File: src/rtl/y86_decode_regfile_if.sv
// Decode/write-back bus between the fetch/execute side (master) and the
// register-file block (slave): instruction fields and write data in,
// decoded register IDs and read data out.
interface y86_decode_regfile_if #(
   parameter int W = 64
);
   logic [3:0]   icode;
   logic [3:0]   rA;
   logic [3:0]   rB;
   logic         cnd;
   logic [W-1:0] valE;
   logic [W-1:0] valM;
   logic [3:0]   srcA;
   logic [3:0]   srcB;
   logic [3:0]   dstE;
   logic [3:0]   dstM;
   logic [W-1:0] valA;
   logic [W-1:0] valB;

   modport master (
      output icode, rA, rB, cnd, valE, valM,
      input  srcA, srcB, dstE, dstM, valA, valB
   );

   modport slave (
      input  icode, rA, rB, cnd, valE, valM,
      output srcA, srcB, dstE, dstM, valA, valB
   );
endinterface

File: src/rtl/y86_decode_regfile.sv
// Y86-64 SEQ decode + write-back: register-ID decode, 15x64 register file,
// combinational reads, clocked valE/valM write-back (valM wins on dstE==dstM).
// Optional macro REGFILE_BYPASS_EN: forward same-cycle write data to valA/valB.
module y86_decode_regfile #(
   parameter int W    = 64,
   parameter int NREG = 15
) (
   input logic                 clk,
   input logic                 rst_n,
   y86_decode_regfile_if.slave bus
);
   typedef enum logic [3:0] {
      I_HALT  = 4'h0,
      I_NOP   = 4'h1,
      I_RRMOV = 4'h2,
      I_IRMOV = 4'h3,
      I_RMMOV = 4'h4,
      I_MRMOV = 4'h5,
      I_OPQ   = 4'h6,
      I_JXX   = 4'h7,
      I_CALL  = 4'h8,
      I_RET   = 4'h9,
      I_PUSH  = 4'hA,
      I_POP   = 4'hB
   } icode_e;

   localparam logic [3:0] RNONE = 4'hF;
   localparam logic [3:0] RSP   = 4'h4;

   logic [3:0]   src_a, src_b, dst_e, dst_m;
   logic [W-1:0] val_a, val_b;
   logic [W-1:0] regs_q [NREG];
   logic [W-1:0] regs_d [NREG];

   // Register-ID decode from the instruction fields
   always_comb begin
      src_a = RNONE;
      src_b = RNONE;
      dst_e = RNONE;
      dst_m = RNONE;
      case (icode_e'(bus.icode))
         I_RRMOV: begin
            src_a = bus.rA;
            dst_e = bus.cnd ? bus.rB : RNONE;
         end
         I_IRMOV: dst_e = bus.rB;
         I_RMMOV: begin
            src_a = bus.rA;
            src_b = bus.rB;
         end
         I_MRMOV: begin
            src_b = bus.rB;
            dst_m = bus.rA;
         end
         I_OPQ: begin
            src_a = bus.rA;
            src_b = bus.rB;
            dst_e = bus.rB;
         end
         I_CALL: begin
            src_b = RSP;
            dst_e = RSP;
         end
         I_RET: begin
            src_a = RSP;
            src_b = RSP;
            dst_e = RSP;
         end
         I_PUSH: begin
            src_a = bus.rA;
            src_b = RSP;
            dst_e = RSP;
         end
         I_POP: begin
            src_a = RSP;
            src_b = RSP;
            dst_e = RSP;
            dst_m = bus.rA;
         end
         default: ;
      endcase
   end

   // Read ports: RNONE reads as zero; optional same-cycle forwarding (valM first)
   always_comb begin
      val_a = '0;
      val_b = '0;
`ifdef REGFILE_BYPASS_EN
      if (src_a != RNONE) begin
         if (src_a == dst_m)      val_a = bus.valM;
         else if (src_a == dst_e) val_a = bus.valE;
         else                     val_a = regs_q[src_a];
      end
      if (src_b != RNONE) begin
         if (src_b == dst_m)      val_b = bus.valM;
         else if (src_b == dst_e) val_b = bus.valE;
         else                     val_b = regs_q[src_b];
      end
`else
      if (src_a != RNONE) val_a = regs_q[src_a];
      if (src_b != RNONE) val_b = regs_q[src_b];
`endif
   end

   // Next register state: M write applied after E so it wins on a shared ID
   always_comb begin
      regs_d = regs_q;
      if (dst_e != RNONE) regs_d[dst_e] = bus.valE;
      if (dst_m != RNONE) regs_d[dst_m] = bus.valM;
   end

   // Register file update with synchronous clear
   always_ff @(posedge clk) begin
      if (!rst_n) regs_q <= '{default: '0};
      else        regs_q <= regs_d;
   end

   assign bus.srcA = src_a;
   assign bus.srcB = src_b;
   assign bus.dstE = dst_e;
   assign bus.dstM = dst_m;
   assign bus.valA = val_a;
   assign bus.valB = val_b;
endmodule

File: src/flat_wrapper.sv
// flat-port wrapper written by rule: the top's interface ports become plain ports
module y86_decode_regfile_flat 
#(
   parameter int W    = 64,
   parameter int NREG = 15
)
  (clk, rst_n, bus_icode, bus_rA, bus_rB, bus_cnd, bus_valE, bus_valM, bus_srcA, bus_srcB, bus_dstE, bus_dstM, bus_valA, bus_valB);
  y86_decode_regfile_if #(.W(W)) bus_i ();
  input logic clk;
  input logic rst_n;
  input wire logic [$bits(bus_i.icode)-1:0] bus_icode;
  input wire logic [$bits(bus_i.rA)-1:0] bus_rA;
  input wire logic [$bits(bus_i.rB)-1:0] bus_rB;
  input wire logic [$bits(bus_i.cnd)-1:0] bus_cnd;
  input wire logic [$bits(bus_i.valE)-1:0] bus_valE;
  input wire logic [$bits(bus_i.valM)-1:0] bus_valM;
  output wire logic [$bits(bus_i.srcA)-1:0] bus_srcA;
  output wire logic [$bits(bus_i.srcB)-1:0] bus_srcB;
  output wire logic [$bits(bus_i.dstE)-1:0] bus_dstE;
  output wire logic [$bits(bus_i.dstM)-1:0] bus_dstM;
  output wire logic [$bits(bus_i.valA)-1:0] bus_valA;
  output wire logic [$bits(bus_i.valB)-1:0] bus_valB;
  assign bus_i.icode = bus_icode;
  assign bus_i.rA = bus_rA;
  assign bus_i.rB = bus_rB;
  assign bus_i.cnd = bus_cnd;
  assign bus_i.valE = bus_valE;
  assign bus_i.valM = bus_valM;
  assign bus_srcA = bus_i.srcA;
  assign bus_srcB = bus_i.srcB;
  assign bus_dstE = bus_i.dstE;
  assign bus_dstM = bus_i.dstM;
  assign bus_valA = bus_i.valA;
  assign bus_valB = bus_i.valB;
  y86_decode_regfile #(.W(W), .NREG(NREG)) u_core (.clk(clk), .rst_n(rst_n), .bus(bus_i));
endmodule
File: config.mk
export PLATFORM = sky130hd
export DESIGN_NAME = y86_decode_regfile_flat
export DESIGN_NICKNAME = d
export VERILOG_FILES = /design/src/rtl/y86_decode_regfile_if.sv /design/src/rtl/y86_decode_regfile.sv /design/src/flat_wrapper.sv
export SDC_FILE = /design/constraint.sdc
export NUM_CORES = 2
export LEC_CHECK = 0
export CAP_MARGIN = 20
export CORE_UTILIZATION = 30
export CTS_CLUSTER_SIZE = 12
export DETAILED_ROUTE_END_ITERATION = 8
export PLACE_DENSITY = 0.57
export SLEW_MARGIN = 40
export SYNTH_ARGS = -nofsm -noshare
export SYNTH_HDL_FRONTEND = slang
export SYNTH_SLANG_ARGS = --single-unit
File: constraint.sdc
create_clock -name clk -period 4.1 [get_ports clk]
set_clock_uncertainty 0.2 [all_clocks]
set_input_delay 0.82 -clock clk [delete_from_list [all_inputs] [get_ports clk]]
set_output_delay 0.82 -clock clk [all_outputs]
set_load 0.02 [all_outputs]
# Word-level counts from Yosys, hierarchy flattened
# Index checks and enable logic that the tools add are counted.
[op_classes]
order_cmp = 6
eq_ne = 13
mux = 21
n_bitwise = 4
reduce_logical = 8
[ops]
columns = ["operator", "n"]
rows = [
  ["$bwmux W960", 2],
  ["$mux W960", 2],
  ["$bmux W64 S4", 2],
  ["$demux W64 S4", 2],
  ["$mux W64", 8],
  ["$ge A5 B5 Y1 const B", 4],
  ["$not A4 Y5", 4],
  ["$eq A4 B4 Y1 const B", 4],
  ["$ne A4 B4 Y1 const B", 4],
  ["$pmux W4 S2", 2],
  ["$eq A4 B3 Y1 const B", 3],
  ["$pmux W4 S3", 1],
  ["$lt A5 B1 Y1 const B", 2],
  ["$eq A4 B2 Y1 const B", 2],
  ["$mux W4", 2],
  ["$reduce_or A4 Y1", 2],
  ["$reduce_or A2 Y1", 3],
  ["$reduce_or A3 Y1", 1],
  ["$logic_and A1 B1 Y1", 2],
]
[totals]
regBits = 960
inputBits = 143
output_inout_bits = 144

# Depth between registers and ports, before layout
[logic_depth]
word_depth = 12
mapped_depth = 11

# Worst setup path before layout
# Ideal clock, no wire load.
[synth_timing]
path_type = "in2out"
startpoint = "input bus_icode[2]"
endpoint = "output bus_valB[10]"
arrival_time_ns = 2.893
required_time_ns = 3.080
slack_ns = 0.187
stages = 9
n_path_buf = 4
cell_sequence = "buf_2 > buf_2 > nor2b_1 > and3_1 > buf_2 > clkbuf_1 > a221oi_1 > o32a_1 > o21ai_0"
[synth_via]
elab_chain_len = 8
elab_cells_between_ends = 16
classes_between = "eq/ne (8); mux (5); bitwise (1); reduce/logical (2)"
[synth_lines]
columns = ["item", "line", "rtl"]
rows = [
  ["from (decl)", "flat_wrapper.sv:11", "input wire logic [$bits(bus_i.icode)-1:0] bus_icode;"],
  ["$eq A4 B4 Y1 or $eq A4 B3 Y1 (tied branches)", "y86_decode_regfile.sv:41", "case (icode_e'(bus.icode))"],
  ["$reduce_or A4 Y1 (no source line) or $reduce_or A3 Y1 (tied branches)", "--", ""],
  ["$pmux W4 S2 (*)", "y86_decode_regfile.sv:41", ""],
  ["$not A4 Y5 (not written as such)", "y86_decode_regfile.sv:101", "if (src_b != RNONE) val_b = regs_q[src_b];"],
  ["$bmux W64 S4", "y86_decode_regfile.sv:101", ""],
  ["$mux W64 (not written as such) (2 in series)", "y86_decode_regfile.sv:101", ""],
  ["$mux W64 (*)", "y86_decode_regfile.sv:101", ""],
  ["to (decl)", "flat_wrapper.sv:22", "output wire logic [$bits(bus_i.valB)-1:0] bus_valB;"],
]
# Every way passes the cells marked *; elsewhere a longest branch is shown, timed or not. The select of a mux whose other input is x is not followed.

# Final worst setup path
[layout_timing]
startpoint = "input bus_icode[2]"
endpoint = "output bus_valA[8]"
[layout_via]
elab_chain_len = 8
elab_cells_between_ends = 15
classes_between = "eq/ne (7); mux (5); bitwise (1); reduce/logical (2)"
[layout_lines]
columns = ["item", "line", "rtl"]
rows = [
  ["$eq A4 B3 Y1 (tied with other cells)", "y86_decode_regfile.sv:41", ""],
  ["$reduce_or A4 Y1 (no source line) or $reduce_or A2 Y1 (tied branches)", "--", ""],
  ["$pmux W4 S2 (*)", "y86_decode_regfile.sv:41", ""],
  ["$not A4 Y5 (not written as such)", "y86_decode_regfile.sv:100", "if (src_a != RNONE) val_a = regs_q[src_a];"],
  ["$bmux W64 S4", "y86_decode_regfile.sv:100", ""],
  ["$mux W64 (not written as such) (2 in series)", "y86_decode_regfile.sv:100", ""],
  ["$mux W64 (*)", "y86_decode_regfile.sv:100", ""],
  ["to (decl)", "flat_wrapper.sv:21", "output wire logic [$bits(bus_i.valA)-1:0] bus_valA;"],
]
# Marked as above.

==> impl_metrics.json <==
{
  "chipWidth_um": 429,
  "synth_cells": 7162,
  "dpl_cell_area_um2": 64100,
  "dieArea_um2": 184000,
  "cpMaxStageDelayCell": "mux4_2",
  "synth-seq-cells": 960,
  "required_ns": 3.08,
  "antenna_found_initial": 27,
  "dp_hpwl_um": 177000,
  "drt_pre_antenna_iters": 7,
  "yosys_warnings": 0,
  "synth_top_area_share_pct": 35.1,
  "power_density_nw_per_um2": 349,
  "period_needed_ns": 4.16,
  "antenna_left": 0,
  "io_buffers": 286,
  "ios": 287,
  "power_mw": 24.4,
  "largest_reg_flops": 960,
  "cp_data_arrival_time_ns": 3.14,
  "final_cells": 9750,
  "grt_max_degree": 162,
  "dp.cells": 9456,
  "cp_top_family": "buffers and inverters",
  "timing.hold.ws_ns": 0.268,
  "seq_area_frac_synth_pct": 35.1,
  "hold_viol_final": 0,
  "drv_slew": 0,
  "synth_area_leaders": "dfxtp_1 (35%), nand2_1 (14%), a31oi_1 (11%)",
  "avgSynthCellArea_um2": 7.64,
  "timing.fmax_ghz": 0.241,
  "crit_type": "input pin to primary output",
  "die_y_um": 429,
  "path_cells": "buf_8, or2_4, a31oi_4, buf_12, buf_16, buf_12, buf_12, buf_8, mux4_2, a22oi_2, nand2_2, buf_6",
  "cts_buffers": 107,
  "design_area_um2": 69900,
  "grt_pass1_wl_um": 430000,
  "p_leak_nw": 23.0,
  "area_growth_pct": 27.8,
  "grt_use_total_pct": 31.2,
  "initial_core_util_pct": 30.2,
  "core_area_um2": 181000,
  "cts_root_buf": "clkbuf_16",
  "cp-end-kind": "primary output",
  "clkSlewWorstSetupHoldPaths_ns": 0.06,
  "outcome": "finished with violations",
  "cap_violations": 0,
  "worstSkewPairLatency_ns": 0.79,
  "vias_per_cell": 6.70,
  "yosysTopAreaCell": "dfxtp_1",
  "synth_area_um2": 54700,
  "vias": 65300,
  "tritoncts": "yes",
  "overflow": 0,
  "violations": "setup timing",
  "worstSetupStartpointType": "input pin",
  "regMostFlops": "u_core.regs_q",
  "reg.largest.list": "u_core.regs_q (960)",
  "hold_class": "input pin to register",
  "fin_crit_sh_pct": 101,
  "first_iter_violations": 11200,
  "clock_sinks": 960,
  "clockBufferDepth": 3,
  "nets": 7426,
  "slew_headroom_pct": 38.4,
  "cp_max_fo": 8,
  "critPathMostFrequentCell": "buf_12",
  "gp_congestion": 0.914,
  "syn_nets": 7305,
  "setup_viol": 15,
  "grt_pass1_vias": 60200,
  "async_flop_share_pct": 0,
  "drive_gt1_share_pct": 18.9,
  "cts_hold_buf": 0,
  "worstPathBufferInverterCount": 7,
  "irDropWorstVdd_uv": 331,
  "ys_types": 53,
  "htree_levels": 3,
  "synth-edff-count": 0,
  "worst_pin_slew_ns": 0.924,
  "route.detailed.drc": 0,
  "final_util_pct": 38.7,
  "layout_setup_ws_ns": -0.0568,
  "wl_um": 304000,
  "slowest_delay_ns": 0.50,
  "ys.flop_type": "dfxtp_1",
  "rows": 156,
  "rsz0062_at_grt": "true",
  "wl_per_cell_um": 31.1
}
metal layers:
| layer | GRT usage, % | part of all wire (%) | vias up |
|---|---|---|---|
| li1 | - | - | 26900 |
| met3 | 8.45 | 14 | 1195 |
| met5 | 0 | 0.036 | - |
| met1 | 39.4 | 36 | 31500 |
| met4 | 19.7 | 7.0 | 16 |
| met2 | 47.0 | 43 | 5755 |
cells by family after synthesis:
group                  count (synthesis)  synth area share (%)
multiplexers                         267                  9.21
buffers and inverters                935                  7.04
AO/OA/AOI/OAI                       2778                  32.9
AND/OR/NAND/NOR                     2222                  15.7
flip-flops                           960                  35.1
layout make-up:
type                    count  area, µm²
diodes                     19       47.5
clock buffers             147       3090
clock inverters            40        505
fillers                 18000     111000
inverters                  14       80.1
multi-input cells        5267      32800
flip-flops and latches    960      19200
well taps                2370       2970
repair buffers            933      11200
through the flow:
step	setup slack (ns)	TNS, ns
final	-0.0568	-0.387
after CTS	-0.0741	-0.533
after detailed placement	-1.15	-104.22
after global routing	-0.0795	-0.638
after floorplan	0.187	0
after global placement	-1.14	-183.41
worst paths after layout:
| kind | depth (start not counted) | slack [ns] | endpoint | startpoint |
|---|---|---|---|---|
| setup reg to reg | 2 | 3.13 | u_core.regs_q[860] | u_core.regs_q[860] |
| hold reg to reg | 2 | 0.29 | u_core.regs_q[618] | u_core.regs_q[618] |
| setup / recovery | 12 | -0.06 | bus_valA[8] | bus_icode[2] |
| hold / removal | 3 | 0.27 | u_core.regs_q[773] | rst_n |
repair_timing:
action,4_1_cts,5_1_grt
setup buffers,44,26
gates cloned,21,3
resized for setup,580,191
hold endpoints to repair,0,0
endpoints found under the setup margin,134,102
pin swaps,48,58
layout by cell type (no fill, tap or decap), drive strengths merged, types with 127 or more instances in the layout:
master / n
nand2: 2069
dfxtp: 960
a31oi: 959
o21ai: 946
buf: 751
a221oi: 252
mux4: 189
o221ai: 188
clkbuf: 163
clkdlybuf4s50: 142
a22oi: 127
tightest hold or removal path, delay by kind of cell:
family / cells / cell delay, ns
AO/OA/AOI/OAI: 2 / 0.17
buffers and inverters: 1 / 0.21
where the power goes:
part | switching [mW] | leakage [nW] | internal (mW)
logic | 2.65 | 13.5 | 1.72
clock network | 4.53 | 1.79 | 5.81
registers | 0.168 | 7.76 | 9.51
Yosys cell counts (63+ instances only):
library cell and n:
o22ai_1 66, nand2_1 2069, o221ai_1 188, dfxtp_1 960, a22oi_1 127, o2bb2ai_1 63
nor2_1 79, clkbuf_1 635, mux2i_1 76, buf_2 247, mux4_2 189, a221oi_1 252
o32a_1 63, a31oi_1 959, o21ai_0 916, o31ai_1 88
No activity file was read; power rests on OpenSTA's default activity.
